===== src/rtl/fetch_decode_sequencer.sv =====
// Fetch/decode control FSM: FETCH, then DECODE, then one resolve cycle for branch/jump/jr or an EXEC req/done handshake.
// ex_req is held until ex_done, with an optional timeout halt. FDS_PERF_CNT_EN adds the retired_cnt instruction counter.
module fetch_decode_sequencer #(
    parameter logic [5:0]  BREAK_FUNCT = 6'h0D,
    parameter int unsigned EX_TIMEOUT  = 16
) (
    input  logic        clk,
    input  logic        reset,
    input  logic [31:0] IR_out,
    input  logic        br_eq,
    input  logic        ex_done,
    output logic        PC_ld,
    output logic        PC_inc,
    output logic [1:0]  PC_sel,
    output logic        IM_cs,
    output logic        IM_rd,
    output logic        IR_ld,
    output logic        ex_req,
    output logic        link_we,
    output logic        halted,
    output logic        err
`ifdef FDS_PERF_CNT_EN
    ,
    output logic [31:0] retired_cnt
`endif
);

    localparam int CW = (EX_TIMEOUT > 1) ? $clog2(EX_TIMEOUT) : 1;

    typedef enum logic [2:0] {
        S_IDLE, S_FETCH, S_DECODE, S_BRANCH, S_JUMP, S_JR, S_EXEC, S_HALT
    } state_t;

    state_t          r_state;
    state_t          w_dec_state;
    logic [CW-1:0]   r_ex_cnt;
    logic            r_err;
    logic            w_timeout;
    logic [5:0]      w_opcode;
    logic [5:0]      w_funct;
    logic            w_unused;

    assign w_opcode  = IR_out[31:26];
    assign w_funct   = IR_out[5:0];
    assign w_unused  = ^IR_out[25:6];
    // Timeout fires on the EX_TIMEOUT-th EXEC cycle without ex_done; ex_done in that cycle still wins.
    assign w_timeout = (EX_TIMEOUT != 0) && (r_ex_cnt == CW'(EX_TIMEOUT - 1));

    always_comb begin
        w_dec_state = S_EXEC;
        case (w_opcode)
            6'h04, 6'h05: w_dec_state = S_BRANCH;
            6'h02, 6'h03: w_dec_state = S_JUMP;
            6'h00: begin
                if (w_funct == 6'h08)
                    w_dec_state = S_JR;
                else if (w_funct == BREAK_FUNCT)
                    w_dec_state = S_HALT;
            end
            default: w_dec_state = S_EXEC;
        endcase
    end

    always_ff @(posedge clk or negedge reset) begin
        if (!reset) begin
            r_state  <= S_IDLE;
            r_ex_cnt <= '0;
            r_err    <= 1'b0;
        end else begin
            case (r_state)
                S_IDLE:   r_state <= S_FETCH;
                S_FETCH:  r_state <= S_DECODE;
                S_DECODE: r_state <= w_dec_state;
                S_BRANCH, S_JUMP, S_JR: r_state <= S_FETCH;
                S_EXEC: begin
                    if (ex_done) begin
                        r_state  <= S_FETCH;
                        r_ex_cnt <= '0;
                    end else if (w_timeout) begin
                        r_state  <= S_HALT;
                        r_err    <= 1'b1;
                        r_ex_cnt <= '0;
                    end else begin
                        r_ex_cnt <= r_ex_cnt + CW'(1);
                    end
                end
                S_HALT:   r_state <= S_HALT;
                default:  r_state <= S_IDLE;
            endcase
        end
    end

    always_comb begin
        PC_ld   = 1'b0;
        PC_inc  = 1'b0;
        PC_sel  = 2'b00;
        IM_cs   = 1'b0;
        IM_rd   = 1'b0;
        IR_ld   = 1'b0;
        ex_req  = 1'b0;
        link_we = 1'b0;
        halted  = 1'b0;
        err     = 1'b0;
        case (r_state)
            S_FETCH: begin
                IM_cs  = 1'b1;
                IM_rd  = 1'b1;
                IR_ld  = 1'b1;
                PC_inc = 1'b1;
            end
            S_BRANCH: PC_ld = (w_opcode == 6'h04) ? br_eq : ~br_eq;
            S_JUMP: begin
                PC_sel  = 2'b01;
                PC_ld   = 1'b1;
                link_we = (w_opcode == 6'h03);
            end
            S_JR: begin
                PC_sel = 2'b11;
                PC_ld  = 1'b1;
            end
            S_EXEC: ex_req = 1'b1;
            S_HALT: begin
                halted = 1'b1;
                err    = r_err;
            end
            default: ;
        endcase
    end

`ifdef FDS_PERF_CNT_EN
    logic [31:0] r_retired;
    logic        w_retire;

    assign w_retire = (r_state == S_BRANCH) || (r_state == S_JUMP) || (r_state == S_JR) ||
                      ((r_state == S_EXEC) && ex_done);

    always_ff @(posedge clk or negedge reset) begin
        if (!reset)
            r_retired <= '0;
        else if (w_retire)
            r_retired <= r_retired + 32'd1;
    end

    assign retired_cnt = r_retired;
`endif

endmodule


===== config.mk =====
export PLATFORM = sky130hd
export DESIGN_NAME = fetch_decode_sequencer
export DESIGN_NICKNAME = d
export VERILOG_FILES = /design/src/rtl/fetch_decode_sequencer.sv
export SDC_FILE = /design/constraint.sdc
export NUM_CORES = 1
export LEC_CHECK = 0
export CAP_MARGIN = 20
export CORE_UTILIZATION = 28
export CTS_CLUSTER_DIAMETER = 40
export DETAILED_ROUTE_END_ITERATION = 8
export PLACE_DENSITY = 0.71
export SYNTH_ARGS = -nofsm -noshare
export SYNTH_HDL_FRONTEND = slang
export SYNTH_SLANG_ARGS = --single-unit

===== constraint.sdc =====
create_clock -name clk -period 1.3 [get_ports clk]
set_clock_uncertainty 0.05 [all_clocks]
set_input_delay 0.13 -clock clk [delete_from_list [all_inputs] [get_ports clk]]
set_output_delay 0.13 -clock clk [all_outputs]
set_load 0.05 [all_outputs]

==> results.md <==
Run status:
- The flow ran to the end, but the final reports show violations.
- The final reports fail on setup timing.

Layout:
- The post-layout net count is 152.
- Leaving out filler cells and counting taps, the final layout contains about 140.
- Once layout is done, the placed cells without fillers occupy ~0.0013 mm².
- The number of antenna cells inserted is 0.
- The area growth from synthesis to layout is 129%.
- Of the cells placed in the final design, the portion with a size suffix greater than 1 is 0.588.
- Measured on the finished design, the core utilization comes to 0.708.

Clock network:
- The tree built by TritonCTS fans out to 8 sinks.
- The H-tree depth reported by CTS is 1.
- The latest clock arrival within the worst-skew pair is approximately 260 ps.
- The post-cts hold buffer count is 0.
- The CTS tree is yes.
- The longest clock path from root to sink contains 2 buffers.
- The root buffer cell chosen for the clock tree is sky130_fd_sc_hd__clkbuf_4.
- Clock tree synthesis inserted a total of 3 buffers.
- Clock-pin slew was measured on the worst setup and hold paths at about 60 ps.

STA:
- Measured against its own limit, the worst slew margin works out to 0.748.
- Setup repair after global routing could not meet its margin everywhere.
- The maximum achievable frequency is ~640 MHz.
- The count of final max-slew check failures came to 0.
- The slack of the critical path is -258 ps.
- For the final routed database, the setup TNS stands at -2120 ps.
- The number of failing hold endpoints at the final stage was 0.
- Setup violations remaining at the end of the flow were counted as 14.
- The routed design could run at a clock period as short as 1560 ps.
- Dividing the final minimum period by the clock period gives 1.20.
- The tightest hold path in the finished design has a slack of ~100 ps.
- The transition time at the pin with the least slew margin is around 380 ps.

Logic synthesis:
- The commonest register cell after synthesis is sky130_fd_sc_hd__dfrtp_1.
- The netlist uses 31 different library cells.
- After synthesis the netlist holds a flip-flop and latch count of 8.
- The biggest area contributor in the post-synthesis netlist is sky130_fd_sc_hd__dfrtp_1.
- Dividing the synthesized area by the synthesized cell count gives about 9.3 µm².
- The synthesized netlist cell count is 60.
- The top-area cell type share of the netlist area is 0.359.
- For this run, the number of Yosys warnings is 0.
- The total nets after synthesis is 97.
- Of the synthesized area, sequential elements account for 0.359.
- The async set-or-reset flop fraction in the synthesized netlist is 1.00.
- The summed instance area of the synthesized netlist is 558 µm².
- After synthesis, the cell types taking the most area are sky130_fd_sc_hd__dfrtp_1 (36%), sky130_fd_sc_hd__a311oi_4 (4.7%), sky130_fd_sc_hd__o21ai_0 (4.5%).
- The number of enable-type register cells in the synthesized netlist is 0.

Floorplanning:
- The area of the die is 0.00218 mm².
- The die is 46.6 µm wide.
- The number of standard-cell rows in the floorplan is 15.
- The die extent in y is ~47 µm.
- The initial utilization of the core area, before any placement, comes to 0.310.
- The top-level I/O count is 47.
- The placeable core region is 0.00180 mm².

Worst setup path:
- Data on the critical path is required at its endpoint by approximately 1100 ps.
- The critical path buffer and inverter count is 1.
- In this run the worst setup path terminates at link_we.
- STA classifies the critical path endpoint as an output port.
- The register-to-register setup slack is -130 ps.
- The endpoint identified for the worst register-to-register timing path is r_ex_cnt[3].
- The arrival time of the worst setup path is around 1400 ps.
- The launch instance of the worst register-to-register path is r_state[2].
- The worst setup path is launched from a flop.
- In this run the worst setup path begins at r_state[1].
- Of all nets on the critical path, the largest fanout is 5.
- The largest incremental delay on the critical path is roughly 430 ps.
- By startpoint and endpoint, the worst setup path is classified as flop to output port.
- The critical path goes through and2b_4 > nand4_1 > nor2_4 > buf_12.
- The number of cells traversed by the worst register-to-register path is 5.
- The cell with the biggest individual delay on the critical path is sky130_fd_sc_hd__dfrtp_2.
- The critical path runs through a total of 4 cells.
- The category of cells accounting for the largest share of critical-path delay is simple AND/OR/NAND/NOR gates.

GRT:
- The number of antenna violations at the first check in global routing was 0.
- The largest net degree at the start of global routing is 9.
- The number of global-route vias before repair was 644.
- For this run, the total global-route usage over all layers was measured as 0.192.
- The total overflow left after global routing is 0.
- The first global-routing pass estimated approximately 2.9 mm of wire.

Placement:
- The post-detailed-placement cell area is ~0.0011 mm².
- The post-placement cell count is approximately 130.
- The final estimated routing congestion in global placement is 0.718.
- Summed over all nets, the half-perimeter wirelength after detailed placement is between 1 and 1.5 mm.
- The number of port buffers is 26.

Power:
- VDD sags by at most approximately 0.0012 V.
- Summed over all cells, the static leakage comes to between 0.0006 and 0.0007 µW.
- In this run the power density over the cells is approximately 2000 mW/mm².

Routing:
- The iteration-0 DRC count of the detailed router is 12.
- The final routed wire length divided by cell count is about 13 µm.
- The total via count in the routed design is slightly below 700.
- After detailed routing, the total wire length is 1.87 mm.
- The first detailed-routing pass ran for 4 iterations.
- The count of antenna-violating nets left after detailed routing is 0.
- For this run, design rule violations remaining after detail routing come to 0.
- Dividing the detail-routed via count by the number of cells gives between 4 and 5.

Hold path:
- The tightest min-delay check is of the primary input to async pin type.

Flow run:
- Max-cap violations in this run came to 0.
logic make-up after synthesis:
family | Yosys count | share of synthesized area
and+or+nand+nor | 29 | 0.312
AOI/OAI and AO/OA | 15 | 0.218
DFF | 8 | 0.359
buffers and inverters | 5 | 0.0538
xor gates and xnor gates | 1 | 0.0157
muxes | 1 | 0.0202
adders and majority gates | 1 | 0.0224
state kept, by name (all words and copies together), names as in the netlist:
name      cells
r_err         1
r_state       3
r_ex_cnt      4
cells in the mapped netlist, types with 2 or more instances:
cell	number
sky130_fd_sc_hd__a41o_1	2
sky130_fd_sc_hd__and2_1	2
sky130_fd_sc_hd__and2b_1	2
sky130_fd_sc_hd__buf_4	3
sky130_fd_sc_hd__dfrtp_1	8
sky130_fd_sc_hd__inv_1	2
sky130_fd_sc_hd__nand2_1	6
sky130_fd_sc_hd__nand3_1	2
sky130_fd_sc_hd__nor2_1	4
sky130_fd_sc_hd__nor2b_1	2
sky130_fd_sc_hd__nor4_1	3
sky130_fd_sc_hd__o21ai_0	5
per-stage QoR:
step,setup WS (ps),power [µW]
after global routing,-311,2640
final,-258,2510
after detailed placement,-516,2030
after global placement,-457,2000
after floorplan,-165,1300
after CTS,-247,2350
what timing repair did:
action	in CTS	in global routing
resized for setup	25	20
cloned	0	0
buffers inserted	4	6
hold endpoints to repair	0	0
pin swaps	8	9
setup endpoints to repair	13	17
cells in the final DEF (no fill, tap or decap), types with 2 or more instances in the layout:
| cell type | synthesis | final |
|---|---|---|
| sky130_fd_sc_hd__nand3_1 | 2 | 2 |
| sky130_fd_sc_hd__o21ai_0 | 5 | 3 |
| sky130_fd_sc_hd__buf_4 | 3 | 22 |
| sky130_fd_sc_hd__dfrtp_1 | 8 | 5 |
| sky130_fd_sc_hd__dfrtp_2 | 0 | 3 |
| sky130_fd_sc_hd__and2_2 | 0 | 2 |
| sky130_fd_sc_hd__buf_8 | 0 | 2 |
| sky130_fd_sc_hd__nor2_4 | 0 | 2 |
| sky130_fd_sc_hd__buf_6 | 0 | 5 |
| sky130_fd_sc_hd__clkbuf_4 | 0 | 3 |
| sky130_fd_sc_hd__o21ai_1 | 0 | 2 |
| sky130_fd_sc_hd__nor4_1 | 3 | 2 |
| sky130_fd_sc_hd__dlymetal6s2s_1 | 0 | 2 |
| sky130_fd_sc_hd__clkdlybuf4s50_1 | 0 | 6 |
| sky130_fd_sc_hd__and2b_4 | 0 | 2 |
| sky130_fd_sc_hd__dlygate4sd2_1 | 0 | 3 |
| sky130_fd_sc_hd__nand2_1 | 6 | 5 |
| sky130_fd_sc_hd__buf_12 | 0 | 11 |
| sky130_fd_sc_hd__nor2_1 | 4 | 2 |
worst min path at each step:
stage	startpoint	endpoint	slack, ps	cells after the start
2_1_floorplan	reset	r_err	-220	0
3_3_place_gp	reset	r_ex_cnt[2]	380	1
3_5_place_dp	reset	r_ex_cnt[2]	400	1
4_1_cts	reset	r_ex_cnt[1]	120	1
5_1_grt	reset	r_ex_cnt[1]	130	1
6_report	reset	r_ex_cnt[1]	100	1
cell type report:
| type | instances | area [µm²] |
|---|---|---|
| Tap cell | 25 | 31.3 |
| Fill cell | 127 | 526 |
| Inverter | 2 | 10.0 |
| Sequential cell | 8 | 204 |
| Timing Repair Buffer | 53 | 598 |
| Clock buffer | 4 | 26.3 |
| Multi-Input combinational cell | 47 | 407 |
per-layer routing:
metal	up-vias	track usage	wire, µm
met5	-	0	0
met4	0	0.0686	0
met3	0	0.0235	33
met2	15	0.306	1030
met1	333	0.264	806
li1	333	-	-
power breakdown:
part	internal (µW)	leakage, µW	total (µW)	switching, µW
logic	991	0.000488	1870	875
registers	343	0.000100	435	91.6
clock network	118	0.0000150	214	95.5
total	1450	0.000603	2510	1060
Note: power is estimated with default switching activity, not from simulation.
